[config.mk]
export PLATFORM = sky130hd
export DESIGN_NAME = uart_os_rx
export DESIGN_NICKNAME = d
export VERILOG_FILES = /design/src/rtl/uart_os_pkg.sv /design/src/rtl/uart_os_rx_fifo.sv /design/src/rtl/uart_os_rx.sv
export SDC_FILE = /design/constraint.sdc
export NUM_CORES = 1
export LEC_CHECK = 0
export BUFFER_PORTS_ARGS = -buffer_cell sky130_fd_sc_hd__buf_4
export CAP_MARGIN = 10
export CORE_MARGIN = 5
export CORE_UTILIZATION = 45
export DETAILED_ROUTE_END_ITERATION = 6
export GPL_ROUTABILITY_DRIVEN = 0
export SETUP_SLACK_MARGIN = 0.2
export SLEW_MARGIN = 20
export SYNTH_ARGS = -nofsm -noshare
export SYNTH_HDL_FRONTEND = slang
export SYNTH_SLANG_ARGS = --single-unit
[constraint.sdc]
create_clock -name clk -period 5.95 [get_ports clk]
set_clock_uncertainty 0.15 [all_clocks]
set_input_delay 0.8925 -clock clk [delete_from_list [all_inputs] [get_ports clk]]
set_output_delay 0.8925 -clock clk [all_outputs]
set_load 0.02 [all_outputs]
[src/rtl/uart_os_pkg.sv]
// Shared types, sampling constants and helpers for the oversampling UART receiver.
package uart_os_pkg;

  typedef enum logic [2:0] {
    IDLE   = 3'd0,
    START  = 3'd1,
    DATA   = 3'd2,
    PARITY = 3'd3,
    STOP   = 3'd4
  } state_t;

  localparam int          OVERSAMPLE = 16;
  localparam logic [3:0]  VOTE_LO    = 4'd7;
  localparam logic [3:0]  VOTE_MID   = 4'd8;
  localparam logic [3:0]  VOTE_HI    = 4'd9;
  localparam logic [3:0]  BIT_END    = 4'd15;
  localparam int          DATA_MAX   = 9;

  typedef struct packed {
    logic                brk;
    logic                ferr;
    logic                perr;
    logic [DATA_MAX-1:0] data;
  } rx_entry_t;

  function automatic logic majority3(input logic a, input logic b, input logic c);
    return (a & b) | (a & c) | (b & c);
  endfunction

  // Zero-extended data bits do not change the reduction, so any width up to DATA_MAX works.
  function automatic logic parity_mismatch(input logic [DATA_MAX-1:0] d,
                                           input logic pbit, input logic odd);
    return ((^d) ^ pbit) != odd;
  endfunction

endpackage

[src/rtl/uart_os_rx_fifo.sv]
// First-word-fall-through receive FIFO; head entry visible whenever non-empty, zero when empty.
module uart_os_rx_fifo #(
  parameter int width = 12,
  parameter int depth = 4
) (
  input  logic             clk,
  input  logic             rst,
  input  logic             push,
  input  logic [width-1:0] wdata,
  input  logic             pop,
  output logic [width-1:0] rdata,
  output logic             empty,
  output logic             drop
);

  localparam int AW = $clog2(depth);

  logic [width-1:0] mem_r [depth];
  logic [AW:0]      wr_ptr_r;
  logic [AW:0]      rd_ptr_r;
  logic             full_s;
  logic             pop_s;
  logic             push_s;

  // Pointer compare, pop-before-push arbitration and head selection
  always_comb begin
    empty  = (wr_ptr_r == rd_ptr_r);
    full_s = (wr_ptr_r[AW] != rd_ptr_r[AW]) && (wr_ptr_r[AW-1:0] == rd_ptr_r[AW-1:0]);
    pop_s  = pop && !empty;
    push_s = push && (!full_s || pop_s);
    drop   = push && full_s && !pop_s;
    if (empty) begin
      rdata = '0;
    end else begin
      rdata = mem_r[rd_ptr_r[AW-1:0]];
    end
  end

  // Pointer registers
  always_ff @(posedge clk or negedge rst) begin
    if (!rst) begin
      wr_ptr_r <= '0;
      rd_ptr_r <= '0;
    end else begin
      if (push_s) wr_ptr_r <= wr_ptr_r + (AW+1)'(1);
      if (pop_s)  rd_ptr_r <= rd_ptr_r + (AW+1)'(1);
    end
  end

  // Storage array; contents are don't-care while the pointers say empty
  always_ff @(posedge clk) begin
    if (push_s) mem_r[wr_ptr_r[AW-1:0]] <= wdata;
  end

endmodule

[src/rtl/uart_os_rx.sv]
// 16x oversampling UART receiver: synchronizer, tick generator, majority-vote FSM,
// per-frame error flags and a small FWFT receive FIFO.
module uart_os_rx
  import uart_os_pkg::*;
#(
  parameter int sys_clk    = 40000000,
  parameter int baud_rate  = 9600,
  parameter int data_width = 8,
  parameter int fifo_depth = 4
) (
  input  logic                  clk,
  input  logic                  rst,
  input  logic                  rx,
  input  logic                  parity_en,
  input  logic                  odd_r_even_parity,
  input  logic                  rd_en,
  output logic [data_width-1:0] data_out,
  output logic                  valid,
  output logic                  parity_error,
  output logic                  framing_error,
  output logic                  break_detect,
  output logic                  overrun,
  output logic                  busy
);

  localparam int DIV_RAW = sys_clk / (baud_rate * OVERSAMPLE);
  localparam int DIV     = (DIV_RAW < 1) ? 1 : DIV_RAW;
  localparam int CW      = (DIV > 1) ? $clog2(DIV) : 1;
  localparam logic [CW-1:0] TICK_LAST = CW'(DIV - 1);
  localparam logic [3:0]    LAST_BIT  = 4'(data_width - 1);

  logic                  sync1_r, rx_sync_r, rx_prev_r;
  state_t                state_r;
  logic [CW-1:0]         tick_cnt_r;
  logic [3:0]            samp_r;
  logic [3:0]            bit_cnt_r;
  logic [data_width-1:0] shift_r;
  logic                  v_lo_r, v_mid_r;
  logic                  pbit_r, perr_r;
  logic                  par_en_r, odd_r;
  logic                  overrun_r;

  logic      tick_s, vote_s, decide_s, advance_s, commit_s;
  logic      fifo_empty_s, fifo_drop_s;
  rx_entry_t entry_s, head_s;
  logic      unused_head_s;

  // Tick/sample decode and the entry assembled at the stop-bit decision
  always_comb begin
    tick_s    = (state_r != IDLE) && (tick_cnt_r == TICK_LAST);
    vote_s    = majority3(v_lo_r, v_mid_r, rx_sync_r);
    decide_s  = tick_s && (samp_r == VOTE_HI);
    advance_s = tick_s && (samp_r == BIT_END);
    commit_s  = decide_s && (state_r == STOP);
    entry_s      = '0;
    entry_s.data = DATA_MAX'(shift_r);
    entry_s.perr = perr_r;
    entry_s.ferr = ~vote_s;
    entry_s.brk  = ~vote_s & (shift_r == '0) & (~par_en_r | ~pbit_r);
  end

  // Synchronizer and edge-detect flops idle high so reset never looks like a start edge
  always_ff @(posedge clk or negedge rst) begin
    if (!rst) begin
      sync1_r   <= 1'b1;
      rx_sync_r <= 1'b1;
      rx_prev_r <= 1'b1;
    end else begin
      sync1_r   <= rx;
      rx_sync_r <= sync1_r;
      rx_prev_r <= rx_sync_r;
    end
  end

  // Receive FSM with tick counter, vote capture and frame configuration latch
  always_ff @(posedge clk or negedge rst) begin
    if (!rst) begin
      state_r    <= IDLE;
      tick_cnt_r <= '0;
      samp_r     <= 4'd0;
      bit_cnt_r  <= 4'd0;
      shift_r    <= '0;
      v_lo_r     <= 1'b0;
      v_mid_r    <= 1'b0;
      pbit_r     <= 1'b0;
      perr_r     <= 1'b0;
      par_en_r   <= 1'b0;
      odd_r      <= 1'b0;
      overrun_r  <= 1'b0;
    end else begin
      overrun_r <= commit_s && fifo_drop_s;

      if (state_r == IDLE || tick_s) tick_cnt_r <= '0;
      else                           tick_cnt_r <= tick_cnt_r + CW'(1);

      if (tick_s) begin
        samp_r <= samp_r + 4'd1;
        if (samp_r == VOTE_LO)  v_lo_r  <= rx_sync_r;
        if (samp_r == VOTE_MID) v_mid_r <= rx_sync_r;
      end

      case (state_r)
        IDLE: begin
          if (rx_prev_r && !rx_sync_r) begin
            state_r   <= START;
            samp_r    <= 4'd0;
            bit_cnt_r <= 4'd0;
            par_en_r  <= parity_en;
            odd_r     <= odd_r_even_parity;
            perr_r    <= 1'b0;
            pbit_r    <= 1'b0;
          end
        end
        START: begin
          if (decide_s && vote_s) state_r <= IDLE;
          else if (advance_s)     state_r <= DATA;
        end
        DATA: begin
          if (decide_s) shift_r <= {vote_s, shift_r[data_width-1:1]};
          if (advance_s) begin
            if (bit_cnt_r == LAST_BIT) state_r <= par_en_r ? PARITY : STOP;
            else                       bit_cnt_r <= bit_cnt_r + 4'd1;
          end
        end
        PARITY: begin
          if (decide_s) begin
            pbit_r <= vote_s;
            perr_r <= parity_mismatch(DATA_MAX'(shift_r), vote_s, odd_r);
          end
          if (advance_s) state_r <= STOP;
        end
        // Return to IDLE at the decision point so a back-to-back start edge is seen
        STOP: begin
          if (decide_s) state_r <= IDLE;
        end
        default: state_r <= IDLE;
      endcase
    end
  end

  uart_os_rx_fifo #(
    .width ($bits(rx_entry_t)),
    .depth (fifo_depth)
  ) u_fifo (
    .clk   (clk),
    .rst   (rst),
    .push  (commit_s),
    .wdata (entry_s),
    .pop   (rd_en),
    .rdata (head_s),
    .empty (fifo_empty_s),
    .drop  (fifo_drop_s)
  );

  assign unused_head_s = ^head_s.data;
  assign data_out      = head_s.data[data_width-1:0];
  assign valid         = ~fifo_empty_s;
  assign parity_error  = head_s.perr;
  assign framing_error = head_s.ferr;
  assign break_detect  = head_s.brk;
  assign overrun       = overrun_r;
  assign busy          = (state_r != IDLE);

endmodule

==> impl_metrics.yaml, run 1 <==
outcome:
  status: "finished, final reports clean"
yosys:
  ys_seq_area_frac: 0.6024
  synth_edf_count: 44
  synth_warnings: 0
  synthCells: 292
  synth_flop_cell: "edfxtp_1"
  synth_cell_type_count: 52
  synth-seq-cells: 88
  synth_area_leaders: "edfxtp_1 (33%), dfrtp_1 (25%), mux4_2 (6.2%), ha_1 (4.3%), xnor2_1 (3.3%)"
  synth_nets: 312
  synth_top_area_share: 0.3281
  ys_async_sr_fraction: 0.5000
  yosys.area.top_type: "edfxtp_1"
  yosysMostFrequentCell: "edfxtp_1"
  synth_common_cells: "edfxtp_1 (44), dfrtp_1 (41), nand2_1 (17), inv_1 (16)"
  avgSynthCellArea_sq_um: 13.79
  synthesis.area_sq_mm: 0.004028
layout:
  synthToLayoutAreaGrowth_pct: 11.49
  antenna_cells: 0
  fin_cells: 428
  fin_util: 0.5149
  final-seq-area_sq_mm: 0.002426
  multiInputGateArea_sq_mm: 0.001504
  nets: 335
  final_layout_size_suffix_gt1_frac: 0.1969
  nFillCells: 745
timing:
  report.final.slew_viol_count: 0
  relSlewSlack: 0.4388
  fmax_mhz: 297.8
  finalSetupViolCount: 0
  holdWs_ns: 0.2087
  hold_violations: 0
  setup_ws_ns: 2.592
  fin_crit_sh: 0.5644
  tightest_slew_ns: 0.8418
  rsz0062_at_grt: "false"
  fin_crit_ns: 3.358
  fin_tns_setup_ns: 0
power_and_ir_drop:
  switching_share: 0.2789
  p_per_area_mw_per_mm2: 313.8
  netSwitchingPower_uw: 393.0
  power_frac_comb: 0.148
  ir_worst_vdd_mv: 0.1730
  internal-power_uw: 1016
  power_frac_seq: 0.532
  leakagePower_uw: 0.001832
  clkPwrFrac: 0.320
min_path:
  hold_path.class: "reg -> reg"
routing:
  ant_nets: 0
  vias: 2263
  firstDrtPassIters: 4
  drt_iter0_markers: 42
  drc: 0
  routed_wl_um: 6902
  wire_per_inst_um: 16.13
  via_per_inst: 5.287
critical_path:
  end_kind: "output port"
  worst_setup_path_start_kind: "flop"
  crit_type: "reg -> out"
  critPathArrivalTime_ns: 2.32
  slowest_delay_ns: 0.90
  cp_max_fo: 14
  r2r_slack_ns: 3.19
  crit_chain: "xnor2_1, nand3b_1, and2_1, buf_4"
  cp.required_ns: 4.91
  slowest_stage: "dfrtp_1"
placement:
  portBuffers: 19
  place_inst: 412
  place_ws_ns: 2.874
  dp_hpwl_um: 4671
global_route:
  grt_pass1_wl_um: 11790
  antenna_found_initial: 0
  grtUsageTotal: 0.1334
  grt.overflow.total: 0
  grt_max_degree: 45
  grt_pass1_vias: 2363
die:
  core_area_sq_mm: 0.008721
  fp.dieH_um: 104.6
  io-pin-count: 20
  die_w_um: 104.6
  num_rows: 34
  dieArea_sq_mm: 0.01094
  start_util: 0.4618
clocking:
  ctsHtreeMaxLevel: 3
  cts.sinks: 88
  clockRootBuffer: "clkbuf_8"
  numCtsBuffers: 9
  cts_tree: "done"
  cts_max_path_buffers: 2
  post_cts_buffers: 0
  cts-hold-fix-buffers: 0
  path_clk_slew_ns: 0.09
  worstSkewPairLatency_ns: 0.34
  cts_resized: 0
job:
  drv_cap: 0
[metrics by stage]
stage	instance area, sq um	power [uW]
2_1_floorplan	4028	909.7
6_report	4491	1409
3_3_place_gp	4272	972.3
5_1_grt	4491	1482
3_5_place_dp	4272	976.9
4_1_cts	4491	1429
[worst paths after layout]
| check | startpoint | end | cells after the start |
|---|---|---|---|
| setup / recovery | u_fifo.rd_ptr_r[0] | break_detect | 4 |
| hold / removal | sync1_r | rx_sync_r | 0 |
| setup reg to reg | tick_cnt_r[0] | u_fifo.mem_r[1][2] | 5 |
| hold reg to reg | sync1_r | rx_sync_r | 0 |
| max in group asynchronous | rst | state_r[0] | 1 |
| min in group asynchronous | rst | u_fifo.rd_ptr_r[1] | 1 |
[cell usage in the layout, fill, tap and decap left out, types with 9 or more instances in the layout]
| cell | instances |
|---|---|
| edfxtp_1 | 44 |
| dfrtp_1 | 41 |
| buf_4 | 19 |
| nand2_1 | 17 |
| inv_1 | 16 |
| xnor2_1 | 15 |
| and2_1 | 15 |
| ha_1 | 14 |
| nor2_1 | 13 |
| mux2i_1 | 12 |
| nand3_1 | 11 |
| mux4_2 | 11 |
| clkbuf_8 | 9 |
[critical path, delay by kind of cell (launching register included)]
family,cells,cell delay (ns)
XOR/XNOR,1,0.22
buffers and inverters,1,0.15
AND/OR/NAND/NOR,2,0.69
flip-flops,1,0.90
[kinds of logic (layout without fill, tap and decap cells)]
kind of cell             Yosys count  count (layout)  share of synthesized area
adder cells (fa/ha/maj)           15              15                    0.04598
XOR/XNOR                          20              20                    0.04349
buffers and inverters             24              52                    0.02423
AND/OR/NAND/NOR                   96              96                     0.1454
AO/OA/AOI/OAI                     22              22                    0.03604
flip-flops                        88              88                     0.6024
multiplexers                      27              27                     0.1025
[final cells by class]
| type | instances | share of cell area |
|---|---|---|
| clock inverter | 7 | 0.02118 |
| clock buffer | 9 | 0.02758 |
| timing repair buffer | 19 | 0.03176 |
| inverter | 17 | 0.01421 |
| sequential | 88 | 0.5403 |
| multi-input combinational | 180 | 0.3349 |
| tap | 108 | 0.03009 |
[power by group through the flow]
| stage | Clock [uW] | Combinational [uW] | Sequential (uW) |
|---|---|---|---|
| global route | 491 | 229 | 761 |
| floorplan | 0 | 193 | 717 |
| CTS | 464 | 212 | 752 |
| global placement | 0 | 208 | 764 |
| finish | 451 | 208 | 750 |
| detailed placement | 0 | 213 | 764 |
[layer usage]
metal,vias up,global-route usage,wire [um]
met5,-,0,0
met4,0,0.03562,46
met3,5,0.03391,225
met2,25,0.2217,3395
met1,1122,0.1756,3235
li1,1111,-,-
[sequential cells by signal, summed over array words and instances, names as in the netlist, 3 cells and up]
name	flops
bit_cnt_r	4
tick_cnt_r	9
u_fifo.rd_ptr_r	3
u_fifo.mem_r	44
samp_r	4
shift_r	8
state_r	3
u_fifo.wr_ptr_r	3
No activity file was read; power rests on OpenSTA's default activity.
==> run 2, diff against run 1 <==
--- a/config.mk
+++ b/config.mk
@@ -5,6 +5,7 @@
 export SDC_FILE = /design/constraint.sdc
 export NUM_CORES = 1
 export LEC_CHECK = 0
+export ABC_AREA = 1
 export BUFFER_PORTS_ARGS = -buffer_cell sky130_fd_sc_hd__buf_4
 export CAP_MARGIN = 10
 export CORE_MARGIN = 5
==> constraint.sdc (replaced) <==
create_clock -name clk -period 3.1 [get_ports clk]
set_clock_uncertainty 0.15 [all_clocks]
set_input_delay 0.465 -clock clk [delete_from_list [all_inputs] [get_ports clk]]
set_output_delay 0.465 -clock clk [all_outputs]
set_load 0.02 [all_outputs]
==> impl_metrics.yaml, run 2 <==
routing:
  firstDrtPassIters: 4
  via_per_inst: 5.039
  wire_per_inst_um: 13.91
  routed_wl_um: 7514
  drt_iter0_markers: 88
  ant_nets: 0
  vias: 2721
  drc: 0
layout:
  antenna_cells: 0
  synthToLayoutAreaGrowth_pct: 12.43
  nFillCells: 792
  final_layout_size_suffix_gt1_frac: 0.1620
  final_cell_mix: "nand2_1 (73), nor2_1 (46), edfxtp_1 (44)"
  largest_reg_flops: 44
  nets: 447
  final_common_cell: "nand2_1"
power_and_ir_drop:
  netSwitchingPower_uw: 695.2
  leakagePower_uw: 0.002054
  internal-power_uw: 1749
  power_frac_seq: 0.538
  clkPwrFrac: 0.325
  ir_worst_vdd_mv: 0.4056
  switching_share: 0.2844
  p_per_area_mw_per_mm2: 537.1
  power_frac_comb: 0.137
yosys:
  yosysMostFrequentCell: "nand2_1"
  synth_warnings: 0
  synth_cell_type_count: 35
  yosys.area.top_type: "edfxtp_1"
  ys_async_sr_fraction: 0.5000
  synth_flop_cell: "edfxtp_1"
  synth_area_leaders: "edfxtp_1 (33%), dfrtp_1 (25%), nand2_1 (6.8%), ha_1 (4.3%), nor2_1 (4.3%)"
  ys_seq_area_frac: 0.5994
  synthesis.area_sq_mm: 0.004048
  synth-seq-cells: 88
  synthCells: 397
  synth_nets: 417
  synth_top_area_share: 0.3264
  synth_common_cells: "nand2_1 (73), nor2_1 (46), edfxtp_1 (44), inv_1 (44), dfrtp_1 (41)"
  synth_edf_count: 44
  avgSynthCellArea_sq_um: 10.20
clocking:
  clockRootBuffer: "clkbuf_8"
  path_clk_slew_ns: 0.09
  worstSkewPairLatency_ns: 0.35
  ctsHtreeMaxLevel: 3
  cts.sinks: 88
  numCtsBuffers: 9
  cts_max_path_buffers: 2
  cts_tree: "done"
global_route:
  grtUsageTotal: 0.1441
  grt_pass1_wl_um: 12970
  grt.overflow.total: 0
  grt_pass1_vias: 2701
  grt_max_degree: 45
  antenna_found_initial: 0
timing:
  holdWs_ns: 0.06963
  hold_violations: 0
  fmax_mhz: 381.4
  relSlewSlack: 0.5954
  finalSetupViolCount: 0
  fin_tns_setup_ns: 0
  report.final.slew_viol_count: 0
  fin_crit_sh: 0.8459
  fin_crit_ns: 2.622
  rsz0062_at_grt: "true"
  tightest_slew_ns: 0.6028
outcome:
  status: "finished, final reports clean"
critical_path:
  rr_worst_depth: 12
  cp.required_ns: 2.48
  crit_type: "reg -> out"
  critPathArrivalTime_ns: 2.01
  cp_max_fo: 13
  end_kind: "output port"
  worst_setup_path_start_kind: "flop"
die:
  fp.dieH_um: 104.8
  num_rows: 34
  dieArea_sq_mm: 0.01099
  die_w_um: 104.8
  core_area_sq_mm: 0.008763
  io-pin-count: 20
  start_util: 0.4619
placement:
  portBuffers: 19
  dp_hpwl_um: 5097
min_path:
  hold_path.class: "in -> reg"
  min_path_cells: 1
job:
  drv_cap: 0
[run 2: changes by cell type after synthesis, moves of 4 or more]
| cell | delta |
|---|---|
| a21oi_1 | +6 |
| and2_1 | -15 |
| inv_1 | +28 |
| mux2i_1 | -12 |
| mux4_2 | -11 |
| nand2_1 | +56 |
| nand3_1 | +5 |
| nor2_1 | +33 |
| nor2_2 | +4 |
| o21ai_0 | +23 |
| o21ai_1 | +6 |
| o21ai_2 | +8 |
| o22ai_1 | +9 |
| xnor2_1 | -7 |
[run 2: worst paths after layout]
check                                   startpoint                  to  slack, ns
max in group asynchronous                      rst          shift_r[6]       1.92
min in group asynchronous                      rst           samp_r[3]       0.50
worst max register to register       tick_cnt_r[0]  u_fifo.mem_r[1][2]       0.91
worst min register to register             sync1_r           rx_sync_r       0.21
worst min-delay path                            rx             sync1_r       0.07
worst max-delay path            u_fifo.rd_ptr_r[0]         data_out[0]       0.48
[run 2: kinds of logic after synthesis]
family                     after synthesis  synth area share
and+or+nand+nor                        158            0.1753
DFF                                     88            0.5994
adders and majority gates               14           0.04328
AOI/OAI and AO/OA                       68           0.09830
buffers and inverters                   55           0.05348
xor gates and xnor gates                14           0.03029
[run 2: critical path, cell delays in order, from the launching register on]
cell        delay [ns]
dfrtp_1           0.67
clkinvlp_4        0.38
o21ai_0           0.25
o22ai_1           0.10
nand2_1           0.07
inv_1             0.05
buf_4             0.15
[run 2: per-layer routing]
metal,routed length [um],vias to the layer above,GRT usage,share of wire
met3,268,9,0.03761,0.036
met2,3611,41,0.2289,0.48
met1,3556,1293,0.1996,0.47
li1,-,1378,-,-
met5,0,-,0,0
met4,78,0,0.03288,0.010
[run 2: through the flow]
stage / cell area [sq um] / setup slack [ns] / power, uW / util / std cells
6_report: 4551 / 0.4778 / 2444 / 0.5193 / 540
5_1_grt: 4551 / 0.1906 / 2576 / 0.5193 / 540
4_1_cts: 4539 / 0.4267 / 2460 / 0.5180 / 539
3_5_place_dp: 4333 / 0.8147 / 1673 / 0.4944 / 522
3_3_place_gp: 4333 / 0.8484 / 1670 / 0.4944 / 522
2_1_floorplan: 4048 / 0.8136 / 1575 / - / 397
[run 2: power by group through the flow]
| stage | Clock, uW | Combinational [uW] | Sequential (uW) |
|---|---|---|---|
| 2_1_floorplan | 0 | 249 | 1330 |
| 3_3_place_gp | 0 | 334 | 1340 |
| 3_5_place_dp | 0 | 336 | 1340 |
| 4_1_cts | 808 | 339 | 1310 |
| 5_1_grt | 867 | 389 | 1320 |
| 6_report | 794 | 336 | 1310 |
[run 2: cell type report]
cell class              instances  area (sq um)  share of cell area
flip-flops and latches         88          2426              0.5331
inverters                      47         182.7             0.04014
repair buffers                 26         197.7             0.04344
well taps                     108         135.1             0.02969
multi-input cells             254          1405              0.3088
clock inverters                 6         68.82             0.01512
clock buffers                  10         127.6             0.02805
repair inverters                1         7.507            0.001650
[run 2: what timing repair did]
action,4_1_cts,5_1_grt
setup endpoints to repair,0,1
resized for setup,0,2
hold buffers,1,0
setup buffers,0,0
endpoints found under the hold margin,41,0
==> run 3, diff against run 2 <==
--- a/config.mk
+++ b/config.mk
@@ -5,7 +5,7 @@
 export SDC_FILE = /design/constraint.sdc
 export NUM_CORES = 1
 export LEC_CHECK = 0
-export ABC_AREA = 1
+export ABC_AREA = 0
 export BUFFER_PORTS_ARGS = -buffer_cell sky130_fd_sc_hd__buf_4
 export CAP_MARGIN = 10
 export CORE_MARGIN = 5
==> constraint.sdc (replaced) <==
create_clock -name clk -period 2.25 [get_ports clk]
set_clock_uncertainty 0.15 [all_clocks]
set_input_delay 0.3375 -clock clk [delete_from_list [all_inputs] [get_ports clk]]
set_output_delay 0.3375 -clock clk [all_outputs]
set_load 0.02 [all_outputs]
==> impl_metrics.yaml, run 3 (synthesized netlist as in run 1, its figures left out) <==
global_route:
  grt_pass1_wl_um: 12740
  antenna_found_initial: 0
  grtUsageTotal: 0.1461
  grt.overflow.total: 0
  grt_pass1_vias: 2474
  grt_max_degree: 45
die:
  core_area_sq_mm: 0.008721
  io-pin-count: 20
  dieArea_sq_mm: 0.01094
  fp.dieH_um: 104.6
  die_w_um: 104.6
  num_rows: 34
  start_util: 0.4618
timing:
  hold_violations: 0
  fin_crit_ns: 2.215
  fmax_mhz: 451.5
  fin_crit_sh: 0.9845
  rsz0062_at_grt: "true"
  setup_ws_ns: 0.03493
  holdWs_ns: 0.02976
  relSlewSlack: 0.6282
  report.final.slew_viol_count: 0
  tightest_slew_ns: 0.5577
  finalSetupViolCount: 0
power_and_ir_drop:
  p_per_area_mw_per_mm2: 779.3
  total_power_uw: 3803
  leakagePower_uw: 0.002025
  ir_worst_vdd_mv: 0.3008
clocking:
  ctsHtreeMaxLevel: 3
  cts_tree: "done"
  worstSkewPairLatency_ns: 0.35
  cts_max_path_buffers: 2
  cts.sinks: 88
  numCtsBuffers: 9
  clockRootBuffer: "clkbuf_8"
  path_clk_slew_ns: 0.09
layout:
  nFillCells: 702
  final_cell_mix: "edfxtp_1 (44), dfrtp_1 (39), buf_4 (32)"
  multiInputGateArea_sq_mm: 0.001659
  largest_reg_flops: 44
  synthToLayoutAreaGrowth_pct: 21.16
  fin_util: 0.5595
  nets: 367
  final_layout_size_suffix_gt1_frac: 0.3295
  final-seq-area_sq_mm: 0.002429
  final_common_cell: "edfxtp_1"
  antenna_cells: 0
routing:
  drc: 0
  via_per_inst: 5.267
  ant_nets: 0
  vias: 2423
  drt_iter0_markers: 78
  wire_per_inst_um: 16.32
  firstDrtPassIters: 4
  routed_wl_um: 7506
critical_path:
  worst_setup_path_start_kind: "flop"
  crit_type: "reg -> out"
  cp.required_ns: 1.76
  r2r_slack_ns: 0.21
  critPathArrivalTime_ns: 1.73
  cp_max_fo: 5
  end_kind: "output port"
job:
  drv_cap: 0
placement:
  place_ws_ns: 0.1377
  portBuffers: 19
  dp_hpwl_um: 5086
min_path:
  hold_path.class: "in -> reg"
outcome:
  status: "finished, final reports clean"
run 3: per-stage QoR:
step           cells  TNS (ns)  instance area, sq um
6_report         460         0                  4880
4_1_cts          457         0                  4733
3_3_place_gp     428         0                  4419
5_1_grt          460   -0.1615                  4880
2_1_floorplan    292         0                  4046
3_5_place_dp     428         0                  4419
run 3: area by class of cell:
class | count | share of cell area
sequential | 88 | 0.4977
multi-input combinational | 185 | 0.3400
timing repair buffer | 46 | 0.08564
tap | 108 | 0.02769
clock inverter | 6 | 0.009487
inverter | 17 | 0.01333
clock buffer | 10 | 0.02615
run 3: report_power, final:
part	leakage, uW	internal (uW)	switching (uW)	total [uW]
clock	0.0000898	410	569	978
combinational	0.000896	501	435	935
sequential	0.00104	1780	113	1890
total	0.00203	2690	1120	3800
run 3: timing repair:
action,in CTS,in global routing
setup endpoints to repair,61,64
buffers inserted,6,2
hold buffers,2,0
cloned,5,1
pin swaps,9,11
gates resized for setup,13,28
hold endpoints to repair,42,0
run 3: metal layers:
metal  GRT usage  share of wire  vias to the layer above
li1            -              -                     1183
met1      0.2011           0.46                     1199
met2      0.2317           0.50                       37
met3     0.03021          0.033                        4
met4     0.05205         0.0087                        0
met5           0              0                        -
run 3: worst paths after layout:
| path | to | from | depth (start not counted) |
|---|---|---|---|
| setup / recovery | framing_error | u_fifo.rd_ptr_r[0] | 4 |
| hold / removal | odd_r | odd_r_even_parity | 3 |
| setup reg to reg | u_fifo.mem_r[0][0] | tick_cnt_r[5] | 4 |
| hold reg to reg | rx_sync_r | sync1_r | 0 |
| max in group asynchronous | u_fifo.rd_ptr_r[0] | rst | 2 |
| min in group asynchronous | par_en_r | rst | 2 |
run 3: worst max-delay path: stages, from the launching register on:
cell       delay (ns)
dfrtp_2          0.43
clkbuf_16        0.17
mux4_2           0.50
and2_4           0.16
buf_6            0.12
